--- config.mk ---
export PLATFORM = sky130hd
export DESIGN_NAME = ps2_key_sequencer
export DESIGN_NICKNAME = d
export VERILOG_FILES = /design/src/rtl/kbseq_pkg.sv /design/src/rtl/ps2_evt_emitter.sv /design/src/rtl/ps2_key_sequencer.sv
export SDC_FILE = /design/constraint.sdc
export NUM_CORES = 1
export LEC_CHECK = 0
export CAP_MARGIN = 20
export CORE_MARGIN = 3
export CORE_UTILIZATION = 59
export CTS_CLUSTER_DIAMETER = 150
export DETAILED_ROUTE_END_ITERATION = 10
export PLACE_DENSITY = 0.88
export SLEW_MARGIN = 20
export SYNTH_ARGS = -nofsm -noshare
export SYNTH_HDL_FRONTEND = slang
export SYNTH_SLANG_ARGS = --single-unit
--- constraint.sdc ---
create_clock -name clk_sys -period 6 [get_ports clk_sys]
set_input_delay 0.9 -clock clk_sys [delete_from_list [all_inputs] [get_ports clk_sys]]
set_output_delay 0.9 -clock clk_sys [all_outputs]
set_load 0.01 [all_outputs]
--- src/rtl/kbseq_pkg.sv ---
// Shared types and constants for the PS/2 autotype key sequencer.
// Event payload layout: [9] pressed, [8] extended, [7:0] scancode.
package kbseq_pkg;

    typedef enum logic [2:0] {
        IDLE,
        SHIFT_DN,
        KEY_DN,
        HOLD,
        KEY_UP,
        SHIFT_UP,
        GAP
    } seq_state_e;

    localparam logic [7:0] SC_LSHIFT = 8'h12;

    localparam int PS2_TGL = 10;
    localparam int PS2_PRS = 9;
    localparam int PS2_EXT = 8;

    function automatic logic [9:0] build_evt(input logic       pressed,
                                             input logic       ext,
                                             input logic [7:0] code);
        logic [9:0] evt;
        evt          = '0;
        evt[PS2_PRS] = pressed;
        evt[PS2_EXT] = ext;
        evt[7:0]     = code;
        return evt;
    endfunction

endpackage

--- src/rtl/ps2_evt_emitter.sv ---
// Owns the keyboard event port: forwards live HPS events with priority and
// grants the autotype FSM a slot only in cycles with no live event.
module ps2_evt_emitter
    import kbseq_pkg::*;
(
    input  logic        clk_sys,
    input  logic        reset,
    input  logic [10:0] live_key_i,
    input  logic        req_i,
    input  logic [9:0]  evt_i,
    output logic        grant_o,
    output logic [10:0] key_o
);

    logic        armed_q;
    logic        prev_live_q;
    logic [10:0] key_q;
    logic        live_evt;

    // Until the first edge the toggle history is unknown, so a mismatch
    // against the reset value must not be treated as a keystroke.
    assign live_evt = armed_q && (live_key_i[PS2_TGL] != prev_live_q);
    assign grant_o  = armed_q && req_i && !live_evt;
    assign key_o    = key_q;

    always_ff @(posedge clk_sys or posedge reset) begin
        if (reset) begin
            armed_q     <= 1'b0;
            prev_live_q <= 1'b0;
            key_q       <= 11'h000;
        end else begin
            armed_q     <= 1'b1;
            prev_live_q <= live_key_i[PS2_TGL];
            if (live_evt) begin
                key_q <= {~key_q[PS2_TGL], live_key_i[9:0]};
            end else if (grant_o) begin
                key_q <= {~key_q[PS2_TGL], evt_i};
            end
        end
    end

endmodule

--- src/rtl/ps2_key_sequencer.sv ---
// Turns autotype characters into timed press/hold/release sequences and
// merges them with live PS/2 traffic onto the single keyboard event port.
module ps2_key_sequencer
    import kbseq_pkg::*;
#(
    parameter int HOLD_CYCLES = 500000,
    parameter int GAP_CYCLES  = 500000,
    parameter int CNT_W       = 24
) (
    input  logic        clk_sys,
    input  logic        reset,
    input  logic [10:0] ps2_key_in,
    input  logic        at_valid,
    output logic        at_ready,
    input  logic [7:0]  at_code,
    input  logic        at_ext,
    input  logic        at_shift,
    input  logic        at_abort,
    output logic [10:0] ps2_key_out,
    output logic        busy
);

    localparam logic [CNT_W-1:0] HOLD_LOAD = CNT_W'(HOLD_CYCLES - 1);
    localparam logic [CNT_W-1:0] GAP_LOAD  = CNT_W'(GAP_CYCLES - 1);

    seq_state_e       state_q, state_d;
    logic [CNT_W-1:0] timer_q, timer_d;
    logic             key_dn_q, key_dn_d;
    logic             shift_dn_q, shift_dn_d;
    logic [7:0]       code_q, code_d;
    logic             ext_q, ext_d;
    logic             at_ready_q;
    logic             busy_q;

    logic             req;
    logic [9:0]       evt;
    logic             grant;

    ps2_evt_emitter u_emitter (
        .clk_sys    (clk_sys),
        .reset      (reset),
        .live_key_i (ps2_key_in),
        .req_i      (req),
        .evt_i      (evt),
        .grant_o    (grant),
        .key_o      (ps2_key_out)
    );

    // Emit states hold their request until the emitter grants a free cycle.
    // Abort is resolved against the held-key flags after this cycle's grant,
    // so a press that just went out is always followed by its release.
    always_comb begin
        state_d    = state_q;
        timer_d    = timer_q;
        key_dn_d   = key_dn_q;
        shift_dn_d = shift_dn_q;
        code_d     = code_q;
        ext_d      = ext_q;
        req        = 1'b0;
        evt        = '0;

        case (state_q)
            IDLE: begin
                if (at_valid && at_ready_q) begin
                    code_d  = at_code;
                    ext_d   = at_ext;
                    state_d = at_shift ? SHIFT_DN : KEY_DN;
                end
            end
            SHIFT_DN: begin
                req = 1'b1;
                evt = build_evt(1'b1, 1'b0, SC_LSHIFT);
                if (grant) begin
                    shift_dn_d = 1'b1;
                    state_d    = KEY_DN;
                end
            end
            KEY_DN: begin
                req = 1'b1;
                evt = build_evt(1'b1, ext_q, code_q);
                if (grant) begin
                    key_dn_d = 1'b1;
                    timer_d  = HOLD_LOAD;
                    state_d  = HOLD;
                end
            end
            HOLD: begin
                if (timer_q == '0) begin
                    state_d = KEY_UP;
                end else begin
                    timer_d = timer_q - 1'b1;
                end
            end
            KEY_UP: begin
                req = 1'b1;
                evt = build_evt(1'b0, ext_q, code_q);
                if (grant) begin
                    key_dn_d = 1'b0;
                    if (shift_dn_q) begin
                        state_d = SHIFT_UP;
                    end else begin
                        timer_d = GAP_LOAD;
                        state_d = GAP;
                    end
                end
            end
            SHIFT_UP: begin
                req = 1'b1;
                evt = build_evt(1'b0, 1'b0, SC_LSHIFT);
                if (grant) begin
                    shift_dn_d = 1'b0;
                    timer_d    = GAP_LOAD;
                    state_d    = GAP;
                end
            end
            GAP: begin
                if (timer_q == '0) begin
                    state_d = IDLE;
                end else begin
                    timer_d = timer_q - 1'b1;
                end
            end
            default: begin
                state_d = IDLE;
            end
        endcase

        if (at_abort && (state_q != IDLE)) begin
            if (key_dn_d) begin
                state_d = KEY_UP;
            end else if (shift_dn_d) begin
                state_d = SHIFT_UP;
            end else begin
                state_d = IDLE;
            end
        end
    end

    // The emitter arms on the first edge out of reset, so after any edge
    // "armed and idle" reduces to the next state being IDLE.
    always_ff @(posedge clk_sys or posedge reset) begin
        if (reset) begin
            state_q    <= IDLE;
            timer_q    <= '0;
            key_dn_q   <= 1'b0;
            shift_dn_q <= 1'b0;
            code_q     <= 8'h00;
            ext_q      <= 1'b0;
            at_ready_q <= 1'b0;
            busy_q     <= 1'b0;
        end else begin
            state_q    <= state_d;
            timer_q    <= timer_d;
            key_dn_q   <= key_dn_d;
            shift_dn_q <= shift_dn_d;
            code_q     <= code_d;
            ext_q      <= ext_d;
            at_ready_q <= (state_d == IDLE);
            busy_q     <= (state_d != IDLE);
        end
    end

    assign at_ready = at_ready_q;
    assign busy     = busy_q;

endmodule

==> impl_metrics.csv <==
group,metric,value,unit
clock_tree,cts_hold_buf,0,
timing,fmaxAchievable,0.3279,GHz
timing,setup-tns-final,0,ns
clock_tree,clkSlewWorstSetupHoldPaths,0.10,ns
routing,ant_nets,0,
clock_tree,clock_latency,0.31,ns
clock_tree,clockRootBuffer,"clkbuf_8",
finish,stdcell_count,366,
logic_synthesis,ys_warn_count,0,
worst_hold_path,hp-class,"reg -> reg",
clock_tree,post_cts_buffers,0,
floorplanning,fp.dieW,74.72,µm
grt,gr-total-overflow,0,
routing,wirelength,6.143,mm
setup_path,endpoint_kind,"flop",
run_status,status,"completed",
routing,wl_met3,295,µm
timing,clock-skew-final,0.009461,ns
setup_path,required,6.23,ns
logic_synthesis,yosysUniqueCellTypes,52,
grt,grt_pass1_wl,10.18,mm
logic_synthesis,synthTopCellsByArea,"dfrtp_1, xor2_1, nor2_1",
floorplanning,die_h,74.72,µm
logic_synthesis,seq_area_frac_synth,47.60,%
setup_path,crit_chain,"clkdlybuf4s50_1, xnor2_4, nand2_2, a211oi_4, nand4_4, or4_1, a21oi_1",
timing,hold_viol_final,0,
floorplanning,coreArea,4444,µm²
logic_synthesis,netlist_instances,281,
floorplanning,boundaryPins,38,
routing,top_layer_used,"met4",
setup_path,critical_path.top_delay_family,"simple AND/OR/NAND/NOR gates",
placed_design,gp_congestion,0.8739,
routing,detail_route.wl_per_cell,16.78,µm
setup_path,path_buf_inv,1,
setup_path,max_stage_delay,0.57,ns
timing,finalSetupViolations,0,
routing,vias,2256,
setup_path,crit_slowest_cell,"a211oi_4",
timing,min_period,3.050,ns
floorplanning,rows,24,
flow_run,cap_violations,0,
routing,wl_met1,2.622,mm
logic_synthesis,syn_area,2786,µm²
finish,multiInputGateArea,1350,µm²
logic_synthesis,yosys.area.top_type,"dfrtp_1",
routing,drc,0,
finish,antennaDiodeCount,0,
setup_path,startpoint_type,"primary input",
setup_path,crit_arrival,3.28,ns
logic_synthesis,synthArstFlopShare,100.0,%
finish,fillers,318,
floorplanning,die_area,5583,µm²
timing,fin_crit_sh,50.83,%
grt,antenna_found_initial,0,
logic_synthesis,synth_top_area_share,47.60,%
clock_tree,cts.htree.levels,2,
routing,vias_per_cell,6.164,
routing,drt_iter0_drc,278,
clock_tree,cts.sinks,53,
finish,syn_to_final_growth,17.51,%
logic_synthesis,syn-num-nets,308,
finish,nNetsFinal,340,
clock_tree,clock_path_buffers,2,
placed_design,io_buffers,37,
timing,rsz0062_at_grt,"no",
finish,ff_latch_area,1326,µm²
floorplanning,initial_core_util,62.70,%
placed_design,place_inst,358,
timing,worstMarginPinSlew,0.8964,ns
routing,met2_length,3.134,mm
setup_path,path_max_fanout,13,
grt,grt_pass1_vias,2158,
routing,dr.pass1.iters,5,
power_and_ir_drop,p_per_area,398.8,nW/µm²
clock_tree,cts_resized,0,
timing,slew_headroom,40.24,%
logic_synthesis,synthFlopType,"dfrtp_1",
finish,drive_above_1_share,9.554,%
logic_synthesis,synth_seq_cells,53,
grt,grt_use_total,23.76,%
clock_tree,cts_tree,"yes",
logic_synthesis,synth_edf_count,0,
timing,slew_viol_final,0,
power_and_ir_drop,power.leakage,0.001341,µW
setup_path,path_class,"in -> reg",
clock_tree,cts_buffers,5,
logic_synthesis,syn_area_per_cell,9.916,µm²
grt,grt_start_max_net_pins,54,
power_and_ir_drop,ir_drop,0.0001812,V
placed_design,hpwlAfterDp,4.289,mm
## cell families (layout without fill, tap and decap cells)
group | after synthesis | after routing | synth area share [%]
buf+inv | 30 | 63 | 4.266
other cells | 1 | 1 | 0.1346
mux | 10 | 10 | 3.997
flops | 53 | 53 | 47.60
simple gates | 108 | 108 | 20.57
compound gates | 54 | 54 | 14.64
xor+xnor | 23 | 23 | 7.903
fa+ha+maj | 2 | 2 | 0.8979
## worst min-delay path, delay by kind of cell (launching register included)
kind	cells	cell delay, ns
AOI/OAI and AO/OA	1	0.06
buffers and inverters	1	0.06
DFF	1	0.35
## cell usage in the layout, fill, tap and decap left out, drive strengths merged, types with 8 or more instances in the layout
master         netlist  routed
inv                 17      17
o21ai                8       8
mux2                 9       9
clkdlybuf4s50        0      37
nor2                29      29
dfrtp               53      53
nand2               19      19
xor2                20      20
nand3               17      17
a21oi               13      13
## per-stage QoR
step / util [%] / hold slack (ns) / setup slack (ns) / total power (µW) / instance area [µm²]
3_3_place_gp: 71.42 / 0.4615 / 2.735 / 1071 / 3174
2_1_floorplan: - / 0.4521 / 3.693 / 914.3 / 2786
3_5_place_dp: 71.42 / 0.4715 / 2.672 / 1095 / 3174
4_1_cts: 73.45 / 0.4949 / 2.973 / 1302 / 3264
6_report: 73.68 / 0.4928 / 2.950 / 1306 / 3274
5_1_grt: 73.68 / 0.5167 / 2.816 / 1402 / 3274
## worst paths after layout
check,from,slack [ns],endpoint,cells past startpoint
setup / recovery,ps2_key_in[10],2.95,timer_q[19],7
hold / removal,code_q[5],0.49,u_emitter.key_o[5],2
setup reg to reg,state_q[1],3.41,timer_q[19],5
hold reg to reg,code_q[5],0.49,u_emitter.key_o[5],2
max in group asynchronous,reset,4.40,timer_q[21],2
min in group asynchronous,reset,1.07,timer_q[20],2
## power by group
part	switching [µW]	total, µW	internal [µW]
clock	124	207	83.1
sequential	126	604	478
combinational	251	495	244
total	501	1310	805
## Yosys cell counts (2+ instances only)
library cell	number
xor2_1	20
o31ai_1	6
a21oi_1	13
nand2_1	18
or4_1	2
or3_1	3
and3_1	4
inv_1	17
a31oi_1	3
dfrtp_1	53
nor4_2	2
and2_1	5
o2bb2ai_1	2
nand3_1	16
nor4_1	4
o22ai_1	2
nor3_1	6
mux2_2	9
ha_1	2
buf_1	2
nand2b_1	3
xnor2_1	2
a21boi_0	2
nor2_1	29
a211oi_1	2
buf_2	5
o21ai_0	8
a222oi_1	6
clkbuf_1	6
nor2b_1	2
nand4_1	6
## cell type report
| class | count | share of cell area (%) |
|---|---|---|
| Inverter | 17 | 1.987 |
| Tap cell | 52 | 1.987 |
| Timing Repair Buffer | 38 | 11.54 |
| Clock inverter | 3 | 0.6496 |
| Clock buffer | 5 | 2.102 |
| Multi-Input combinational cell | 198 | 41.23 |
| Sequential cell | 53 | 40.50 |
## sequential cells by signal, summed over array words and instances, names as in the netlist
register               flops
code_q                     8
u_emitter.prev_live_q      1
at_ready                   1
shift_dn_q                 1
busy                       1
timer_q                   24
u_emitter.armed_q          1
ext_q                      1
key_dn_q                   1
u_emitter.key_o           11
state_q                    3
## layer usage
| metal | track usage [%] | up-vias |
|---|---|---|
| met3 | 4.673 | 14 |
| met1 | 32.69 | 1100 |
| met5 | 0 | - |
| met4 | 6.719 | 0 |
| met2 | 38.63 | 82 |
| li1 | - | 1060 |
Note: power is estimated with default switching activity, not from simulation.
